**config.mk**
```make
export PLATFORM = sky130hd
export DESIGN_NAME = enc_frame_sched
export DESIGN_NICKNAME = d
export VERILOG_FILES = /design/src/rtl/enc_sched_pkg.sv /design/src/rtl/enc_frame_sched_rr_arbiter.sv /design/src/rtl/enc_frame_sched.sv
export SDC_FILE = /design/constraint.sdc
export NUM_CORES = 1
export LEC_CHECK = 0
export BUFFER_PORTS_ARGS = -buffer_cell sky130_fd_sc_hd__buf_4
export CAP_MARGIN = 20
export CORE_ASPECT_RATIO = 1.75
export CORE_MARGIN = 10
export CORE_UTILIZATION = 55
export DETAILED_ROUTE_END_ITERATION = 16
export PLACE_DENSITY_LB_ADDON = 0.25
export SYNTH_ARGS = -nofsm -noshare
export SYNTH_HDL_FRONTEND = slang
export SYNTH_SLANG_ARGS = --single-unit
export TNS_END_PERCENT = 100
```
**constraint.sdc**
```tcl
create_clock -name clk -period 3.5 [get_ports clk]
set_input_delay 0 -clock clk [delete_from_list [all_inputs] [get_ports clk]]
set_output_delay 0 -clock clk [all_outputs]
set_load 0.02 [all_outputs]
```
**src/rtl/enc_sched_pkg.sv**
```systemverilog
// Shared types for the serial-encoder frame scheduler.
// FSM state encoding and index-width helper.
package enc_sched_pkg;

    typedef enum logic [2:0] {
        S_IDLE  = 3'd0,
        S_CLR   = 3'd1,
        S_SHIFT = 3'd2,
        S_DRAIN = 3'd3,
        S_DONE  = 3'd4
    } state_t;

    function automatic int idx_w(input int n);
        return (n > 1) ? $clog2(n) : 1;
    endfunction

endpackage

```
**src/rtl/enc_frame_sched_rr_arbiter.sv**
```systemverilog
// Rotating-priority arbiter: first requester at or after ptr wins.
// Purely combinational.
module rr_arbiter
    import enc_sched_pkg::*;
#(
    parameter int NREQ = 4
) (
    input  logic [NREQ-1:0]         req,
    input  logic [idx_w(NREQ)-1:0]  ptr,
    output logic                    gnt_vld,
    output logic [idx_w(NREQ)-1:0]  gnt_idx
);

    localparam int IW = idx_w(NREQ);

    logic [IW:0] s;

    // Walk offsets from farthest to nearest so the nearest hit wins.
    always_comb begin
        gnt_vld = 1'b0;
        gnt_idx = '0;
        s       = '0;
        for (int i = NREQ - 1; i >= 0; i--) begin
            s = {1'b0, ptr} + (IW+1)'(i);
            if (s >= (IW+1)'(NREQ))
                s = s - (IW+1)'(NREQ);
            if (req[s[IW-1:0]]) begin
                gnt_vld = 1'b1;
                gnt_idx = s[IW-1:0];
            end
        end
    end

endmodule

```
**src/rtl/enc_frame_sched.sv**
```systemverilog
// Round-robin scheduler feeding frames through one shared
// serial encoder and returning the encoded word with an ack.
module enc_frame_sched
    import enc_sched_pkg::*;
#(
    parameter int NREQ  = 4,
    parameter int WIDTH = 8
) (
    input  logic                    clk,
    input  logic                    rst,
    input  logic [NREQ-1:0]         req,
    input  logic [NREQ*WIDTH-1:0]   data,
    output logic [NREQ-1:0]         ack,
    output logic [WIDTH-1:0]        result,
    output logic [idx_w(NREQ)-1:0]  result_id,
    output logic                    busy,
    output logic                    enc_rst,
    output logic                    enc_xin,
    input  logic                    enc_yout
);

    localparam int IW = idx_w(NREQ);
    localparam int CW = idx_w(WIDTH);

    state_t           state;
    logic [IW-1:0]    ptr;
    logic [IW-1:0]    gid;
    logic [IW-1:0]    gnt_idx;
    logic             gnt_vld;
    logic [CW-1:0]    cnt;
    logic [WIDTH-1:0] shreg;
    logic [WIDTH-1:0] rx;
    logic [WIDTH-1:0] rx_nxt;
    logic [WIDTH-1:0] word;
    logic [IW-1:0]    ptr_nxt;

    rr_arbiter #(.NREQ(NREQ)) u_arb (
        .req     (req),
        .ptr     (ptr),
        .gnt_vld (gnt_vld),
        .gnt_idx (gnt_idx)
    );

    assign word    = data[int'(gnt_idx)*WIDTH +: WIDTH];
    assign rx_nxt  = {enc_yout, rx[WIDTH-1:1]};
    assign ptr_nxt = (gnt_idx == IW'(NREQ - 1)) ? '0
                                                 : gnt_idx + IW'(1);

    assign busy    = (state != S_IDLE);
    // Our own reset also holds the encoder in clear.
    assign enc_rst = rst & (state != S_CLR);
    assign enc_xin = (state == S_SHIFT) & shreg[0];

    always_ff @(posedge clk or negedge rst) begin
        if (!rst) begin
            state     <= S_IDLE;
            ptr       <= '0;
            gid       <= '0;
            cnt       <= '0;
            shreg     <= '0;
            rx        <= '0;
            ack       <= '0;
            result    <= '0;
            result_id <= '0;
        end else begin
            ack <= '0;
            unique case (state)
                S_IDLE: begin
                    if (gnt_vld) begin
                        gid   <= gnt_idx;
                        shreg <= word;
                        ptr   <= ptr_nxt;
                        state <= S_CLR;
                    end
                end
                S_CLR: begin
                    cnt   <= '0;
                    state <= S_SHIFT;
                end
                S_SHIFT: begin
                    shreg <= shreg >> 1;
                    cnt   <= cnt + CW'(1);
                    // Encoder output lags input by one cycle.
                    if (cnt != '0)
                        rx <= rx_nxt;
                    if (cnt == CW'(WIDTH - 1))
                        state <= S_DRAIN;
                end
                S_DRAIN: begin
                    rx        <= rx_nxt;
                    result    <= rx_nxt;
                    result_id <= gid;
                    ack       <= NREQ'(1) << gid;
                    state     <= S_DONE;
                end
                S_DONE: begin
                    state <= S_IDLE;
                end
                default: begin
                    state <= S_IDLE;
                end
            endcase
        end
    end

endmodule

```
## Word-level counts from Yosys, hierarchy flattened

Index checks and enable logic that the tools add are counted.

- Input bits: 39
- Flip-flop bits (word level): 40
- Logic and storage cells: 79
- Output and inout port bits: 17

- Equal/unequal tests: 9
- Shift-type cells: 2
- Magnitude comparators: 8
- Reductions and logical operators: 10
- Bitwise operators: 2
- Mux-type cells: 30
- $add $sub $neg: 9

Operators by type and width:

| cell | number |
|---|---|
| one-hot mux 8 bit (2 select lines) | 2 |
| indexed part select 32 x 6 -> 8 bit | 1 |
| two-way mux 2 bit | 9 |
| two-way mux 8 bit | 2 |
| < comparator 2 x 3 -> 1 bit, second input constant | 4 |
| one-hot mux 3 bit (4 select lines) | 1 |
| greater-or-equal comparator 3 bit, second input constant | 3 |
| binary-select mux 1 bit (select 2 bit) | 4 |
| two-way mux 1 bit | 8 |
| AND reduction 2 bit | 4 |
| subtractor 2 x 1 -> 2 bit, second input constant | 4 |
| adder 2 x 2 -> 3 bit, second input constant | 2 |
| == test 3 x 2 -> 1 bit, second input constant | 2 |
| two-way mux 3 bit | 2 |
| one-hot mux 3 bit (2 select lines) | 1 |
| nonzero test 2 bit | 3 |
| nonzero test 3 bit | 2 |
| two-way mux 4 bit | 1 |
| inequality test 2 x 1 -> 1 bit, second input constant | 2 |
| << shifter 1 x 2 -> 4 bit, first input constant | 1 |
| adder 2 x 1 -> 3 bit, second input constant | 1 |
| adder 3 x 1 -> 3 bit, second input constant | 1 |
| == test 3 x 1 -> 1 bit, second input constant | 1 |
| == test 3 bit, second input constant | 1 |
| other kinds (7) | 8 |

## Longest topological paths before layout

Gate-level depths: netlist (run 1).

- Word-level depth: 12
- Gate-level depth with buffers: 7

## By module

A second synthesis (run 1) with hierarchy kept.

- Cell total of the unflattened synthesis: 183
- Area total of the unflattened synthesis: 1,979.4 um^2

Modules (own cells, without submodules):

| module | area each (um^2) | instances | cells each |
|---|---|---|---|
| enc_frame_sched | 1,901.8 | 1 | 170 |
| rr_arbiter | 77.6 | 1 | 13 |

## Worst setup path after synthesis (run 1)

Ideal clock, no wire load.

- Path kind: register -> register
- From: register state[0]
- To: register shreg[6]
- Path slack: 1.626 ns
- Arrival time: 1.733 ns
- Clock period less this slack: 1.874 ns
- Required time: 3.359 ns
- Cell stages (with the launch flop): 8
- Buffers on the path: 2
- Cell sequence: dfrtp_1 > clkbuf_1 > or3_1 > nor2_2 > buf_2 > nor3b_1 > a21oi_1 > o221ai_1

- Word-level cells in the longest chain between the ends: 3
- Elaborated cells between the ends (all ways): 6
- Classes of those cells: eq/ne (2); mux (1); reduce/logical (3)

Ends and longest elaborated chain:

| what | RTL line | source |
|---|---|---|
| start: declaration | enc_frame_sched.sv:25 | `state_t state;` |
| start signal: assignment | enc_frame_sched.sv:56 | `state <= S_IDLE;` |
| start signal: assignment | enc_frame_sched.sv:73 | `state <= S_CLR;` |
| start signal: assignment | enc_frame_sched.sv:78 | `state <= S_SHIFT;` |
| == test 3 x 2 -> 1 bit or zero test 3 bit (tied branches) | enc_frame_sched.sv:67 | `unique case (state)` |
| nonzero test 2 bit (no line) or inequality test 2 bit (tied branches) | -- |  |
| AND reduction 2 bit (no line) | -- |  |
| end signal: assignment | enc_frame_sched.sv:71 | `shreg <= word;` |
| end signal: assignment | enc_frame_sched.sv:81 | `shreg <= shreg >> 1;` |
| end: declaration | enc_frame_sched.sv:31 | `logic [WIDTH-1:0] shreg;` |

Several ways; a longest one is shown, not always the timed one.
A chain may end at the register's enable or synchronous reset.

## Worst setup path after layout (run 1)

- From: register state[1]
- To: register shreg[5]

Same word-level chain as after synthesis.

==> flow_summary.json, run 1 <==
{
  "synth_seq_area_share_pct": 51.9,
  "synth_compound_area_share_pct": 11.9,
  "cpMaxStageDelayCell": "nor2_2",
  "cp_cell_sequence": "or3_1 -> nor2_2 -> nand2_1 -> o221ai_1",
  "cts_num_sinks": 39,
  "drt_iter0_drc": 41,
  "cts_hold_buf": 2,
  "clockBufferDepth": 2,
  "rsz0062_at_grt": "no",
  "pin_count": 56,
  "setup_viol": 0,
  "die_y_um": 97.4,
  "synth-xor-area-share_pct": 0.931,
  "cts_buffers": 5,
  "yosys.area.top_type": "dfrtp_1",
  "syn_nets": 219,
  "clk_pin_slew_ns": 0.08,
  "status": "completed",
  "finalHoldViolations": 0,
  "synth-adder-area-share_pct": 2.00,
  "grt_pass1_wl_mm": 7.64,
  "grt.total_usage_pct": 15.2,
  "multiInputGateArea_um2": 840,
  "critPathCaptureType": "flip-flop",
  "clockRootBuffer": "clkbuf_8",
  "tns_ns": 0,
  "power.density_nw_per_um2": 880,
  "r2r_slack_ns": 1.44,
  "ir_worst_vdd_v": 0.000628,
  "crit_type": "flip-flop to flip-flop",
  "fillers": 255,
  "start_kind": "flip-flop",
  "synth.distinct_cells": 33,
  "synth.area.top_cells": "dfrtp_1 52%, mux2i_1 7.5%, nand2_1 6.8%, mux2_2 4.2%, a21oi_1 3.5%",
  "yosysTopAreaCellShare_pct": 51.9,
  "fp.coreArea_um2": 3330,
  "dpl.hpwl_mm": 3.65,
  "dieArea_um2": 6250,
  "wl_mm": 4.62,
  "io_buffers": 55,
  "cts_resized": 0,
  "power_leakage_nw": 1.21,
  "required_ns": 3.70,
  "place.gp.congestion": 0.792,
  "maxSlewViolCount": 0,
  "drive_above_1_share_pct": 32.4,
  "via_per_inst": 5.41,
  "synthMuxAreaShare_pct": 12.8,
  "skew_ns": 0.00449,
  "num_antenna_cells": 0,
  "cpPeakStageDelay_ns": 0.48,
  "htree_levels": 2,
  "clock_latency_ns": 0.29,
  "vias": 1532,
  "ys_ff_latch": 39,
  "die_w_um": 64.2,
  "drv_cap": 0,
  "fin_nets": 279,
  "reg2regPathDepth": 4,
  "gr-total-overflow": 0,
  "start_util_pct": 56.5,
  "post_cts_buffers": 0,
  "first_pass_iters": 4,
  "holdWs_ns": 0.0315,
  "synth_simple_gate_area_share_pct": 17.0,
  "fmax_mhz": 485,
  "startpoint": "state[1]",
  "ys_warn_count": 0,
  "syn_area_per_cell_um2": 10.6,
  "seq_area_um2": 976,
  "grt_start_max_net_pins": 41,
  "ant_nets": 0,
  "crit_path_end": "shreg[5]",
  "hold_path_class": "input port to flip-flop",
  "antenna_found_initial": 0,
  "first_global_vias": 1602,
  "area_delta_synth_final_pct": 29.7,
  "worstMarginPinSlew_ns": 0.652,
  "critPathMaxFanout": 17,
  "syn_inst": 177,
  "mappedNetlistArea_um2": 1880,
  "relSlewSlack_pct": 56.5,
  "finalCriticalPeriod_ns": 2.06,
  "synth_top_family_by_area": "simple AND/OR/NAND/NOR gates",
  "rows": 28,
  "drc": 0,
  "wire_per_inst_um": 16.3,
  "cts_tree": "built",
  "reg2reg_to": "shreg[5]",
  "arrival_ns": 2.26,
  "period_share_pct": 58.9,
  "r2r_start": "state[1]"
}
## how the worst min path moves through the flow
stage                     slack, ns  startpoint  cells after the start       end
after detailed placement    -0.0004         rst                      1  shreg[2]
after global routing           0.05    data[18]                      3  shreg[2]
after global placement        -0.01         rst                      1  shreg[2]
final                          0.03     data[3]                      3  shreg[3]
after floorplan               -0.30         rst                      0    ack[0]
after CTS                      0.03     data[6]                      3  shreg[6]
## per-stage QoR
stage	power [mW]	instances	area (um2)	utilization (%)	worst slack [ns]
after global placement	1.78	272	2320	69.8	1.58
after CTS	2.16	282	2430	73.0	1.41
after floorplan	1.53	177	1880	-	1.63
after detailed placement	1.85	272	2320	69.8	1.43
final	2.15	283	2440	73.3	1.44
after global routing	2.32	283	2440	73.3	1.25
## sequential cells by signal, indices dropped and copies added, names as in the netlist
register	flops
result	8
ack	4
state	3
gid	2
cnt	3
ptr	2
result_id	2
shreg	8
rx	7
## cells by family (layout without fill, tap and decap cells)
group	after synthesis	count (layout)
and+or+nand+nor	67	67
DFF	39	39
AOI/OAI and AO/OA	30	30
muxes	22	22
buffers and inverters	14	75
adders and majority gates	3	3
xor gates and xnor gates	2	2
## report_power, final
part           total [mW]  leakage (nW)  internal (mW)  switching, mW
Clock               0.300        0.0402          0.138          0.161
Combinational        1.04         0.687          0.478          0.560
Sequential          0.809         0.486          0.660          0.149
## Yosys cell counts
master / number
nor4_1: 1
o31a_1: 1
nand2_1: 34
o21ai_0: 4
ha_1: 3
nor2_1: 9
and3_1: 1
or3_1: 1
mux2i_1: 14
mux4_2: 1
o21a_1: 1
nand2b_1: 4
clkinv_1: 1
nor3_1: 3
a21o_1: 1
buf_8: 1
nor2_2: 2
buf_2: 1
nand3_1: 1
nor2b_1: 2
a22o_1: 1
mux2_2: 7
o221ai_1: 7
o21bai_4: 1
and4_1: 1
xnor2_1: 1
a21oi_1: 13
nor3b_1: 8
xor2_1: 1
dfrtp_1: 39
inv_1: 7
clkbuf_1: 4
a221oi_4: 1
## routing by layer
| layer | GRT usage, % | wire length, um | up-vias |
|---|---|---|---|
| li1 | - | - | 743 |
| met1 | 15.6 | 1720 | 742 |
| met2 | 27.6 | 2560 | 37 |
| met3 | 4.16 | 250 | 10 |
| met4 | 6.13 | 90 | 0 |
| met5 | 0 | 0 | - |
## placed cells by master, fill, tap and decap left out, drive strengths merged
master,count
clkbuf,5
o21bai,1
dfrtp,39
ha,3
o31a,1
nor3,3
nand2b,4
or3,1
buf,57
xor2,1
and3,1
nor2b,2
xnor2,1
a22o,1
o221ai,7
o21ai,4
a21o,1
nor3b,8
nand3,1
inv,7
nor2,11
nand2,34
clkinv,2
mux2i,14
a21oi,13
a221oi,1
mux4,1
dlygate4sd3,2
clkinvlp,2
and4,1
nor4,1
mux2,7
o21a,1
## critical path: cells and delay by family, from the launching register on
family	cells	cell delay, ns
simple gates	3	1.23
flops	1	0.45
compound gates	1	0.28
## area by class of cell
class / count / area share (%)
Clock buffer: 5 / 2.82
Multi-Input combinational cell: 124 / 34.4
Tap cell: 45 / 2.31
Clock inverter: 3 / 0.821
Timing Repair Buffer: 59 / 18.4
Sequential cell: 39 / 40.0
Inverter: 8 / 1.23
(Power assumes the default switching activity.)
==> run 2, diff against run 1 <==
--- a/config.mk
+++ b/config.mk
@@ -9,7 +9,7 @@
 export CAP_MARGIN = 20
 export CORE_ASPECT_RATIO = 1.75
 export CORE_MARGIN = 10
-export CORE_UTILIZATION = 55
+export CORE_UTILIZATION = 51
 export DETAILED_ROUTE_END_ITERATION = 16
 export PLACE_DENSITY_LB_ADDON = 0.25
 export SYNTH_ARGS = -nofsm -noshare
==> constraint.sdc (replaced) <==
create_clock -name clk -period 2.1 [get_ports clk]
set_input_delay 0 -clock clk [delete_from_list [all_inputs] [get_ports clk]]
set_output_delay 0 -clock clk [all_outputs]
set_load 0.02 [all_outputs]
==> run 2 against run 1 <==
Register-to-register slack worse by 1.2 ns. Wire length is 5.9% lower. Combinational power is 70% higher. Sequential share of layout area is 0.57 points lower. Maximum frequency is 11% higher. Critical path depth stayed put. Worst setup slack worse by 1.2 ns. First-iteration DRC count is 12% lower. Non-clock buffer count is 5 higher. Clock power is 53% higher. Critical endpoint is now shreg[0]. Largest cell class unchanged. Largest power group unchanged.
==> flow_summary.json, run 2 (synthesis results as in run 1) <==
{
  "status": "completed",
  "area_delta_synth_final_pct": 31.5,
  "top_usage_layer": "met2",
  "rsz0062_at_grt": "no",
  "ir_worst_vdd_v": 0.00103,
  "crit_type": "flip-flop to flip-flop",
  "arrival_ns": 2.05,
  "hold-path-endpoint": "shreg[6]",
  "maxSlewViolCount": 0,
  "dieArea_um2": 6610,
  "layout_common_cells": "61 x buf_4, 39 x dfrtp_1, 34 x nand2_1",
  "power.density_nw_per_um2": 1440,
  "clock_latency_ns": 0.29,
  "reg2reg_to": "shreg[0]",
  "clockRootBuffer": "clkbuf_8",
  "num_antenna_cells": 0,
  "reg_top3": "result: 8 flops, shreg: 8 flops, rx: 7 flops",
  "drt_iter0_drc": 36,
  "drive_above_1_share_pct": 32.8,
  "cpPeakStageDelay_ns": 0.44,
  "grt_use_met1_pct": 15.3,
  "p_total_mw": 3.57,
  "setup_viol": 0,
  "fillers": 292,
  "rows": 29,
  "wire_per_inst_um": 15.1,
  "critPathMaxFanout": 11,
  "die_y_um": 100,
  "skew_ns": 0.00731,
  "cts_hold_buf": 2,
  "antenna_found_initial": 0,
  "clkPwrFrac_pct": 12.9,
  "cp_cell_sequence": "or3_1 -> nor2_2 -> nand2_1 -> o221ai_1",
  "cpMaxStageDelayCell": "dfrtp_1",
  "worstMarginPinSlew_ns": 0.396,
  "holdPathStages": 3,
  "reg2regPathDepth": 4,
  "io_buffers": 55,
  "required_ns": 2.30,
  "grt_use_met2_pct": 24.4,
  "first_global_vias": 1664,
  "wl_mm": 4.35,
  "gr-total-overflow": 0,
  "p_comb_share_pct": 49.6,
  "vias": 1515,
  "ant_nets": 0,
  "placedCellCount": 279,
  "instances_no_fill": 287,
  "r2r_slack_ns": 0.25,
  "drv_cap": 0,
  "critPathCaptureType": "flip-flop",
  "post_cts_buffers": 0,
  "first_pass_iters": 4,
  "grt_start_max_net_pins": 25,
  "switching_power_mw": 1.39,
  "finalCriticalPeriod_ns": 1.85,
  "drc": 0,
  "relSlewSlack_pct": 73.6,
  "hold_start": "data[6]",
  "fmax_mhz": 540,
  "power_leakage_nw": 1.24,
  "period_share_pct": 88.1,
  "start_kind": "flip-flop",
  "cts_buffers": 5,
  "place.gp.congestion": 0.747,
  "switching_share_pct": 39.0,
  "finalHoldViolations": 0,
  "pin_count": 56,
  "htree_levels": 2,
  "use_met3_pct": 4.57,
  "seq_area_um2": 976,
  "cts_num_sinks": 39,
  "clk_pin_slew_ns": 0.07,
  "r2r_start": "state[1]",
  "via_per_inst": 5.28,
  "clockBufferDepth": 2,
  "start_util_pct": 52.4,
  "multiInputGateArea_um2": 840,
  "hold_path_class": "input port to flip-flop",
  "p_seq_share_pct": 37.5,
  "cp_top_family": "simple AND/OR/NAND/NOR gates",
  "grt_pass1_wl_mm": 7.60,
  "fin_nets": 284,
  "layout_commonest_cell": "buf_4",
  "power.internal_mw": 2.18,
  "die_w_um": 65.9,
  "cts_resized": 0,
  "crit_buf_inv": 0,
  "dpl.hpwl_mm": 3.40,
  "fp.coreArea_um2": 3590,
  "grt.total_usage_pct": 14.4,
  "tns_ns": 0,
  "cts_tree": "built"
}
run 2: per-layer routing:
metal	vias up	wire, um
li1	743	-
met1	719	1790
met2	45	2190
met3	8	279
met4	0	83
met5	-	0
run 2: cell type report:
class                   instances  area share, %
flip-flops and latches         39           39.5
repair buffers                 64           20.1
inverters                       8           1.21
well taps                      46           2.33
multi-input cells             124           33.9
clock buffers                   6           2.93
run 2: metrics by stage:
stage / utilization [%] / hold WS (ns) / setup slack (ns) / area, um2
after floorplan: - / -0.296 / 0.226 / 1880
after global placement: 66.3 / -0.0899 / 0.294 / 2380
after detailed placement: 66.3 / -0.0867 / 0.224 / 2380
after CTS: 68.9 / 0.0133 / 0.231 / 2470
after global routing: 68.9 / 0.0498 / 0.105 / 2470
final: 68.9 / 0.0162 / 0.250 / 2470
run 2: worst max-delay path by stage:
stage	from	to	slack [ns]	depth (start not counted)
after floorplan	state[0]	shreg[6]	0.23	7
after global placement	ptr[1]	shreg[7]	0.29	5
after detailed placement	state[1]	shreg[0]	0.22	4
after CTS	state[1]	shreg[0]	0.23	4
after global routing	state[1]	shreg[4]	0.11	4
final	state[1]	shreg[0]	0.25	4
run 2: power groups by stage:
stage	clock network [mW]	registers, mW	logic [mW]
floorplan	0	1.40	1.15
global placement	0	1.35	1.74
detailed placement	0	1.34	1.81
CTS	0.472	1.34	1.80
global route	0.501	1.39	2.00
finish	0.460	1.34	1.77
run 2: worst min-delay path, delay by kind of cell:
kind | cells | cell delay [ns]
mux | 1 | 0.06
compound gates | 1 | 0.14
buf+inv | 1 | 0.08
==> run 3, diff against run 2 <==
--- a/config.mk
+++ b/config.mk
@@ -11,6 +11,7 @@
 export CORE_MARGIN = 10
 export CORE_UTILIZATION = 51
 export DETAILED_ROUTE_END_ITERATION = 16
+export HOLD_SLACK_MARGIN = 0.05
 export PLACE_DENSITY_LB_ADDON = 0.25
 export SYNTH_ARGS = -nofsm -noshare
 export SYNTH_HDL_FRONTEND = slang
==> run 3 against run 2 <==
Sequential share of layout area fell by 2.7 points. Non-clock buffer count is 18 higher. Final cell count up 6.3%. Combinational power up 2%. Cell area up 7.3%. Register-to-register slack about the same. Sequential power is essentially flat. Die area unchanged. Total power is 1.1% higher. Flip-flop and latch count is the same. Clock skew up 0.00058 ns. Utilization up 5.0 points. Critical endpoint unchanged.
==> flow_summary.json, run 3 (synthesis results as in run 1) <==
{
  "status": "completed",
  "grt_pass1_wl_mm": 8.34,
  "wl_mm": 4.84,
  "place.gp.congestion": 0.747,
  "maxSlewViolCount": 0,
  "ant_nets": 0,
  "period_share_pct": 88.4,
  "finalCriticalPeriod_ns": 1.86,
  "first_pass_iters": 4,
  "fp.coreArea_um2": 3590,
  "worstMarginPinSlew_ns": 0.402,
  "p_total_mw": 3.61,
  "start_kind": "flip-flop",
  "io_buffers": 55,
  "pre_cts_slack_ns": 0.224,
  "vias": 1592,
  "drc": 0,
  "critPathMaxFanout": 11,
  "hold_path_class": "input port to flip-flop",
  "die_y_um": 100,
  "relSlewSlack_pct": 73.2,
  "drv_cap": 0,
  "required_ns": 2.30,
  "num_antenna_cells": 0,
  "rows": 29,
  "layout_commonest_cell": "buf_4",
  "fin_nets": 302,
  "rsz0062_at_grt": "no",
  "cts_num_sinks": 39,
  "holdWs_ns": 0.0483,
  "clk_pin_slew_ns": 0.07,
  "clock_latency_ns": 0.29,
  "antenna_found_initial": 0,
  "cts_tree": "built",
  "reg_top3": "result: 8 flops, shreg: 8 flops, rx: 7 flops",
  "gr-total-overflow": 0,
  "power.density_nw_per_um2": 1360,
  "fmax_mhz": 539,
  "critPathCaptureType": "flip-flop",
  "dpl.hpwl_mm": 3.40,
  "skew_ns": 0.00790,
  "finalHoldViolations": 0,
  "area_delta_synth_final_pct": 41.1,
  "ir_worst_vdd_v": 0.00109,
  "tns_ns": 0,
  "cts_buffers": 5,
  "pin_count": 56,
  "grt_start_max_net_pins": 25,
  "fin_ws_ns": 0.244,
  "power_leakage_nw": 1.32,
  "drive_above_1_share_pct": 30.5,
  "drt_iter0_drc": 67,
  "grt.total_usage_pct": 15.9,
  "dieArea_um2": 6610,
  "first_global_vias": 1782,
  "crit_type": "flip-flop to flip-flop",
  "cts_resized": 0,
  "post_cts_buffers": 0,
  "clockRootBuffer": "clkbuf_8",
  "start_util_pct": 52.4,
  "clockBufferDepth": 2,
  "layout_common_cells": "61 x buf_4, 39 x dfrtp_1, 34 x nand2_1",
  "setup_viol": 0,
  "wire_per_inst_um": 15.9,
  "via_per_inst": 5.22,
  "htree_levels": 2,
  "arrival_ns": 2.06,
  "die_w_um": 65.9
}
run 3: layer usage:
metal / vias up / track usage (%) / routed length, um
met5: - / 0 / 0
met4: 0 / 6.95 / 83
met3: 8 / 4.24 / 286
met2: 58 / 27.7 / 2520
met1: 748 / 17.2 / 1950
li1: 778 / - / -
run 3: worst max-delay path: stages, from the launching register on:
cell and delay, ns:
dfrtp_1 0.44, or3_1 0.42, nor2_2 0.36, nand2_1 0.28, o221ai_1 0.27
run 3: final cells by class:
| cell class | count | area, um2 |
|---|---|---|
| clock buffers | 6 | 72.6 |
| fillers | 261 | 938 |
| inverters | 8 | 30.0 |
| multi-input cells | 124 | 840 |
| flip-flops and latches | 39 | 976 |
| well taps | 46 | 57.6 |
| repair buffers | 82 | 678 |
run 3: where the power goes:
| group | internal [mW] | switching (mW) |
|---|---|---|
| clock network | 0.221 | 0.240 |
| logic | 0.879 | 0.931 |
| registers | 1.10 | 0.241 |
| total | 2.20 | 1.41 |
run 3: timing repair:
action                     in CTS  in global routing
hold buffers                   20                  0
setup endpoints to repair       0                  0
hold endpoints to repair       46                  0
run 3: per-stage QoR:
stage	utilization [%]	instances	instance area (um2)
floorplan	-	177	1880
global placement	66.3	279	2380
detailed placement	66.3	279	2380
CTS	73.9	305	2650
global route	73.9	305	2650
finish	73.9	305	2650
run 3: final timing paths:
path,from,end,slack (ns),depth (start not counted)
setup / recovery,state[1],shreg[0],0.24,4
hold / removal,data[17],shreg[1],0.05,3
setup reg to reg,state[1],shreg[0],0.24,4
hold reg to reg,gid[0],ack[2],0.46,1
max in group asynchronous,rst,state[0],1.44,3
min in group asynchronous,rst,result[7],0.13,2
